### src/rtl/amb_islenen_hazirlayici_pkg.sv
// Shared definitions for the execute-stage operand preparer: forwarding select codes,
// skid-buffer state codes and comparison flag bit positions.
package amb_islenen_hazirlayici_pkg;

    localparam logic [1:0] ILERI_YAZMAC  = 2'b00;
    localparam logic [1:0] ILERI_BELLEK  = 2'b01;
    localparam logic [1:0] ILERI_GERIYAZ = 2'b10;

    typedef enum logic [1:0] {
        BOS   = 2'b00,
        DOLU  = 2'b01,
        TASMA = 2'b10
    } durum_t;

    localparam int unsigned LT_BIT  = 0;
    localparam int unsigned LTU_BIT = 1;
    localparam int unsigned EQ_BIT  = 2;

endpackage

### src/rtl/islenen_karsilastirici.sv
// Combinational signed/unsigned/equal comparator producing the 3-bit lt_ltu flags.
// Shared with the branch unit.
module islenen_karsilastirici
    import amb_islenen_hazirlayici_pkg::*;
#(
    parameter int unsigned GENISLIK = 32
) (
    input  logic [GENISLIK-1:0] a_i,
    input  logic [GENISLIK-1:0] b_i,
    output logic [2:0]          bayrak_o
);

    always_comb begin
        bayrak_o          = 3'b000;
        bayrak_o[LT_BIT]  = $signed(a_i) < $signed(b_i);
        bayrak_o[LTU_BIT] = a_i < b_i;
        bayrak_o[EQ_BIT]  = a_i == b_i;
    end

endmodule

### src/rtl/amb_islenen_hazirlayici.sv
// ALU input bundle preparer: operand select, flag compare, 2-entry skid buffer.
// Forwarding muxes are enabled by defining AMB_ISLENEN_ILETIM_EN.
module amb_islenen_hazirlayici
    import amb_islenen_hazirlayici_pkg::*;
#(
    parameter int unsigned VERI_GENISLIK    = 32,
    parameter int unsigned KONTROL_GENISLIK = 4
) (
    input  logic                        clk_i,
    input  logic                        rst_ni,
    input  logic                        gecerli_i,
    output logic                        hazir_o,
    input  logic [KONTROL_GENISLIK-1:0] kontrol_i,
    input  logic [VERI_GENISLIK-1:0]    rs1_deger_i,
    input  logic [VERI_GENISLIK-1:0]    rs2_deger_i,
    input  logic [VERI_GENISLIK-1:0]    anlik_i,
    input  logic [VERI_GENISLIK-1:0]    ps_i,
    input  logic                        deger1_sec_i,
    input  logic                        deger2_sec_i,
    input  logic [1:0]                  ileri1_sec_i,
    input  logic [1:0]                  ileri2_sec_i,
    input  logic [VERI_GENISLIK-1:0]    bellek_sonuc_i,
    input  logic [VERI_GENISLIK-1:0]    geriyaz_sonuc_i,
    input  logic                        bosalt_i,
    output logic                        gecerli_o,
    input  logic                        hazir_i,
    output logic [KONTROL_GENISLIK-1:0] kontrol_o,
    output logic [VERI_GENISLIK-1:0]    deger1_o,
    output logic [VERI_GENISLIK-1:0]    deger2_o,
    output logic [2:0]                  lt_ltu_o
);

    logic [VERI_GENISLIK-1:0] rs1_ileri, rs2_ileri;
    logic [VERI_GENISLIK-1:0] deger1, deger2;
    logic [2:0]               bayrak;

`ifdef AMB_ISLENEN_ILETIM_EN
    always_comb begin
        case (ileri1_sec_i)
            ILERI_BELLEK:  rs1_ileri = bellek_sonuc_i;
            ILERI_GERIYAZ: rs1_ileri = geriyaz_sonuc_i;
            default:       rs1_ileri = rs1_deger_i;
        endcase
        case (ileri2_sec_i)
            ILERI_BELLEK:  rs2_ileri = bellek_sonuc_i;
            ILERI_GERIYAZ: rs2_ileri = geriyaz_sonuc_i;
            default:       rs2_ileri = rs2_deger_i;
        endcase
    end
`else
    logic unused_ileri;
    assign unused_ileri = ^{ileri1_sec_i, ileri2_sec_i, bellek_sonuc_i, geriyaz_sonuc_i};
    assign rs1_ileri    = rs1_deger_i;
    assign rs2_ileri    = rs2_deger_i;
`endif

    assign deger1 = deger1_sec_i ? ps_i : rs1_ileri;
    assign deger2 = deger2_sec_i ? anlik_i : rs2_ileri;

    islenen_karsilastirici #(
        .GENISLIK (VERI_GENISLIK)
    ) u_karsilastirici (
        .a_i      (deger1),
        .b_i      (deger2),
        .bayrak_o (bayrak)
    );

    durum_t durum_q, durum_d;
    logic   giris, cikis;
    logic   ana_yukle, ana_skidden, skid_yukle;

    logic [KONTROL_GENISLIK-1:0] skid_kontrol_q;
    logic [VERI_GENISLIK-1:0]    skid_d1_q, skid_d2_q;
    logic [2:0]                  skid_bayrak_q;

    assign gecerli_o = (durum_q != BOS);
    assign hazir_o   = (durum_q != TASMA);
    assign giris     = gecerli_i & hazir_o;
    assign cikis     = gecerli_o & hazir_i;

    always_comb begin
        durum_d     = durum_q;
        ana_yukle   = 1'b0;
        ana_skidden = 1'b0;
        skid_yukle  = 1'b0;
        if (bosalt_i) begin
            // Only valids clear; data registers keep their contents.
            durum_d = BOS;
        end else begin
            unique case (durum_q)
                BOS: begin
                    if (giris) begin
                        durum_d   = DOLU;
                        ana_yukle = 1'b1;
                    end
                end
                DOLU: begin
                    if (giris && cikis) begin
                        ana_yukle = 1'b1;
                    end else if (giris) begin
                        durum_d    = TASMA;
                        skid_yukle = 1'b1;
                    end else if (cikis) begin
                        durum_d = BOS;
                    end
                end
                TASMA: begin
                    if (cikis) begin
                        durum_d     = DOLU;
                        ana_skidden = 1'b1;
                    end
                end
                default: durum_d = BOS;
            endcase
        end
    end

    always_ff @(posedge clk_i or negedge rst_ni) begin
        if (!rst_ni) begin
            durum_q        <= BOS;
            kontrol_o      <= '0;
            deger1_o       <= '0;
            deger2_o       <= '0;
            lt_ltu_o       <= '0;
            skid_kontrol_q <= '0;
            skid_d1_q      <= '0;
            skid_d2_q      <= '0;
            skid_bayrak_q  <= '0;
        end else begin
            durum_q <= durum_d;
            if (ana_yukle) begin
                kontrol_o <= kontrol_i;
                deger1_o  <= deger1;
                deger2_o  <= deger2;
                lt_ltu_o  <= bayrak;
            end else if (ana_skidden) begin
                kontrol_o <= skid_kontrol_q;
                deger1_o  <= skid_d1_q;
                deger2_o  <= skid_d2_q;
                lt_ltu_o  <= skid_bayrak_q;
            end
            if (skid_yukle) begin
                skid_kontrol_q <= kontrol_i;
                skid_d1_q      <= deger1;
                skid_d2_q      <= deger2;
                skid_bayrak_q  <= bayrak;
            end
        end
    end

endmodule

### config.mk
export PLATFORM = sky130hd
export DESIGN_NAME = amb_islenen_hazirlayici
export DESIGN_NICKNAME = d
export VERILOG_FILES = /design/src/rtl/amb_islenen_hazirlayici_pkg.sv /design/src/rtl/islenen_karsilastirici.sv /design/src/rtl/amb_islenen_hazirlayici.sv
export SDC_FILE = /design/constraint.sdc
export NUM_CORES = 1
export LEC_CHECK = 0
export CAP_MARGIN = 10
export CORE_MARGIN = 10
export CORE_UTILIZATION = 30
export DETAILED_ROUTE_END_ITERATION = 6
export GPL_TIMING_DRIVEN = 0
export SYNTH_ARGS = -nofsm -noshare
export SYNTH_HDL_FRONTEND = slang
export SYNTH_SLANG_ARGS = --single-unit
### constraint.sdc
create_clock -name clk_i -period 2.1 [get_ports clk_i]
set_input_delay 0.315 -clock clk_i [delete_from_list [all_inputs] [get_ports clk_i]]
set_output_delay 0.315 -clock clk_i [all_outputs]
set_load 0.03 [all_outputs]
Word-level counts from Yosys, hierarchy flattened
Index checks and enable logic that the tools add are counted.
- word-level logic and storage cells: 53
- output and inout bits: 73
- bits in registers: 144
- input port bits: 207
- reduce and logical (&&, ||, !) cells: 5
- bitwise operators: 2
- order comparisons: 2
- mux-type cells: 27
- equal/unequal tests: 8
- operator list (kind ; number):
    two-way mux 32 bit ; 6
    < comparator 32 bit ; 2
    equality test 32 bit ; 1
    two-way mux 2 bit ; 6
    two-way mux 1 bit ; 9
    != test 3 bit, second input constant ; 3
    two-way mux 4 bit ; 2
    two-way mux 3 bit ; 2
    case mux 2 bit (3 select lines) ; 1
    != test 4 bit, second input constant ; 1
    AND reduction 4 bit ; 1
    nonzero test 2 bit ; 2
    AND 1 bit ; 2
    equality test 2 x 1 -> 1 bit, second input constant ; 1
    equality test 2 bit, second input constant ; 1
    zero test 2 bit ; 1
    != test 2 bit, second input constant ; 1
    case mux 1 bit (2 select lines) ; 1
    logical AND 1 bit ; 1

Longest topological paths before layout
- word-level depth: 7
- gate-level depth with buffers: 10
- mapped depth without buffers: 8

By module
Synthesis repeated with hierarchy kept, for this count alone.
- cells, all modules: 788
- area, all modules: 7468.4 sq um
- modules (own cells, without submodules) (module ; seq. area each (sq um) ; times used ; cells each ; area an instance (sq um)):
    amb_islenen_hazirlayici ; 3603.5 ; 1 ; 673 ; 6646.4
    islenen_karsilastirici ; 0.0 ; 1 ; 115 ; 822.0

Worst setup path before layout
Ideal clock, no wire load.
- path type: input to register
- start point: input port deger1_sec_i
- end point: register skid_bayrak_q[0]
- required time: 2035 ps
- stages on the path: 10
- library setup time: 65 ps
- path slack: -775 ps
- path buffers: 2
- arrival: 2810 ps
- path through: clkbuf_1 clkbuf_1 mux2_2 ha_1 a21oi_1 nand2_1 a221o_1 a211o_1 or3b_1 nand2_1
- cells in the longest elaborated chain, start to end: 2
- ends and longest elaborated chain (item ; line ; text):
    start: declaration ; amb_islenen_hazirlayici.sv:18 ; input logic deger1_sec_i,
    two-way mux 32 bit ; amb_islenen_hazirlayici.sv:57 ; assign deger1 = deger1_sec_i ? ps_i : rs1_ileri;
    named net deger1[30] ; amb_islenen_hazirlayici.sv:34 ; logic [VERI_GENISLIK-1:0] deger1, deger2;
    < comparator 32 bit ; islenen_karsilastirici.sv:15 ; bayrak_o[LT_BIT] = $signed(a_i) < $signed(b_i);
    end signal: assignment ; amb_islenen_hazirlayici.sv:146 ; skid_bayrak_q <= bayrak;
    end: declaration ; amb_islenen_hazirlayici.sv:74 ; logic [2:0] skid_bayrak_q;
The timed path passes the listed nets, and every way through them passes these cells.
A chain may end at the register's enable or synchronous reset.

Final worst setup path
- start point: input port deger1_sec_i
- end point: register skid_bayrak_q[1]
- cells in the longest elaborated chain, start to end: 2
- ends and longest elaborated chain (item ; line ; text):
    two-way mux 32 bit ; amb_islenen_hazirlayici.sv:57 ;
    named net deger1[9] ; amb_islenen_hazirlayici.sv:34 ;
    < comparator 32 bit ; islenen_karsilastirici.sv:16 ; bayrak_o[LTU_BIT] = a_i < b_i;
The timed path passes the listed nets, and every way through them passes these cells.

==> metrics <==
Reg2Reg Depth=6; clk root buf=clkbuf_16; placed insts=1289; synth warn=0; share of post-route cells with drive strength above 1=0.180; failing checks=negative setup slack; final worst slack=-0.159 ns; Critical Path Fanout Max=7; CP Data Arrival Time=2.57 ns; Least-Margin Pin Slew=0.703 ns; Synth area leader=dfrtp_1; initial antenna violation count=2; first-pass GRT wire length=41500 um; Nets=1243; Total Routing Usage GR=0.172; syn avg cell area=9.80 sq um; DRC violation total after the first TritonRoute iteration=372; CP max-delay cell=nor4_4; largest net degree at the start of global routing=75; max incr delay on CP=0.40 ns; VDD IR max=0.540 mV; Tot Pwr=0.00993 W; number of distinct library cells after synthesis=37; Worst Hold Slack=0.138 ns; CTS tree=done; end of the critical path=skid_bayrak_q[1]; Final Hold Viols=0; reg2reg start=durum_q[0]; f_max=0.443 GHz; CP endpoint kind=flip-flop; CP Class=input port to flip-flop; Req. time, crit path=2.41 ns; Detail Placement HPWL=19800 um; Hold WC Path Type=input port to flip-flop; critical path startpoint category=input port; Final setup violation count=4; fin crit period=2.26 ns; overflow left after global routing=0; H-tree depth=4; final WL=27000 um; Post-Syn Area=7410 sq um; clock sink total=144; GP Congestion=0.768; Max Cap Viol=0; unrepaired setup endpoints after global routing=true; Final Instance Count excl. Fillers=1342; final worst path period share=1.08; Filler cells=2284; clock skew=0.0119 ns; CTS buffer count=17; Net Count, Synth=995; routed len/inst=20.1 um; Die X-Extent=177 um; via count=6576; Antenna Nets Post-Route=0; total negative setup slack=-0.483 ns; ys flop type=dfrtp_1; area of the core=24300 sq um; Die Y=177 um; DRC viols=0; ys async rst share=1.00; worst-path cell chain=clkbuf_16, clkbuf_16, mux2_4, ha_4, nand4_1, nor4_4, a21boi_2, or3_1, a21oi_2, mux2_4; latest clock arrival within the worst-skew pair=0.43 ns; Placement Rows=57; number of synthesized flops with an enable pin=0; Die Footprint=31400 sq um; IO buf count=208; max-slew violations=0; Max clock buf depth=2; main area contributors after synthesis=dfrtp_1 (49%), nand2_1 (9.5%), mux2i_1 (9.3%), ha_1 (5.4%), mux2_2 (5.0%); Initial DRT Pass Iterations=6; CTS clk-pin slew, worst paths=0.06 ns; status=complete, but fails checks; top cell type's share of synthesized area=0.486; reg2reg setup slack=0.08 ns; via count of the first global-routing pass=7010; power per cell area=856 nW/um^2; Area growth syn-to-layout=56.7%; worst setup path startpoint=deger1_sec_i; reg2reg end=lt_ltu_o[1]; starting density of the core=0.305; boundary pin count=280; Pleak=4.83 nW; #FFs+latches synth=144; Post-Syn Instances=756; Seq/Total Area, Yosys=0.486; Slew headroom=0.532; Via density=4.90
## worst max-delay path: cells and delay by family
family	cells	cell delay, ns
compound gates	2	0.32
fa+ha+maj	1	0.27
buf+inv	2	0.34
mux	2	0.59
simple gates	3	0.73
## Yosys cell counts, types with 2 or more instances
library cell  instances
nand2_1             188
dfrtp_1             144
mux2i_1              69
o21ai_0              61
a21oi_1              49
nor2b_1              36
a211oi_1             35
mux2_2               33
ha_1                 32
clkbuf_1             27
buf_2                16
o21ai_1              11
nor2_1                8
nand3_1               5
nand4_1               5
a21o_1                3
buf_1                 3
buf_4                 3
nand2b_1              3
nor4_1                3
or3_1                 3
a221o_1               2
buf_6                 2
nor3_1                2
## registers in the layout (all words and copies together), names as in the netlist, 3 cells and up
signal,cells
skid_bayrak_q,3
skid_d1_q,32
skid_d2_q,32
deger2_o,32
kontrol_o,4
deger1_o,32
lt_ltu_o,3
skid_kontrol_q,4
## worst min-delay path by stage
stage                 startpoint            to  slack, ns  cells past startpoint
detailed placement        rst_ni  kontrol_o[1]       0.39                      1
global route            bosalt_i    durum_q[0]       0.14                      2
floorplan                 rst_ni   deger1_o[0]       0.02                      0
CTS                     bosalt_i    durum_q[0]       0.11                      2
global placement    skid_d1_q[8]  skid_d1_q[8]       0.46                      2
finish                  bosalt_i    durum_q[0]       0.14                      2
## metrics by stage
| step | util | area (sq um) | setup slack [ns] |
|---|---|---|---|
| floorplan | - | 8070 | -0.266 |
| global placement | 0.434 | 10600 | -5.43 |
| detailed placement | 0.435 | 10600 | -0.728 |
| CTS | 0.475 | 11600 | -0.161 |
| global route | 0.477 | 11600 | -0.212 |
| finish | 0.477 | 11600 | -0.159 |
## placed cells by master (no fill, tap or decap), types with 22 or more instances in the layout
cell type and instances:
a211oi_1 35, a21oi_1 42, clkbuf_16 22, clkdlybuf4s50_1 195
dfrtp_1 144, ha_4 22, mux2_4 24, mux2i_1 47
nand2_1 187, nor2b_1 36, o21ai_0 59
## where the power goes
group	total (W)	internal, W	switching, W
Sequential	0.00373	0.00340	0.000329
Combinational	0.00303	0.00141	0.00162
Clock	0.00318	0.00189	0.00129
## layout make-up
type                       count  area [sq um]  share of cell area
sequential                   144          3600               0.310
tap                          324           405              0.0349
timing repair buffer         229          2320               0.200
buffer                        51           402              0.0346
clock buffer                  18           429              0.0370
multi-input combinational    561          4270               0.368
antenna                        1          2.50            0.000216
clock inverter                14           180              0.0155
## layer usage
layer	wire, um	vias to the layer above	track usage
met5	10	-	0
li1	-	3145	-
met3	1970	29	0.0589
met1	12100	3218	0.221
met2	12600	182	0.270
met4	398	2	0.0480
## timing repair
item,4_1_cts,5_1_grt
endpoints found under the setup margin,55,60
buffers inserted,14,1
pin swaps,13,5
resized for setup,37,16
hold buffers,1,0
cloned,4,0
endpoints found under the hold margin,70,0
## logic make-up after synthesis
logic type / Yosys count / share of synthesized area
DFF: 144 / 0.486
AOI/OAI and AO/OA: 169 / 0.131
muxes: 102 / 0.143
and+or+nand+nor: 258 / 0.153
adders and majority gates: 32 / 0.0540
buffers and inverters: 51 / 0.0321
Power figures use the tool's default switching activity.
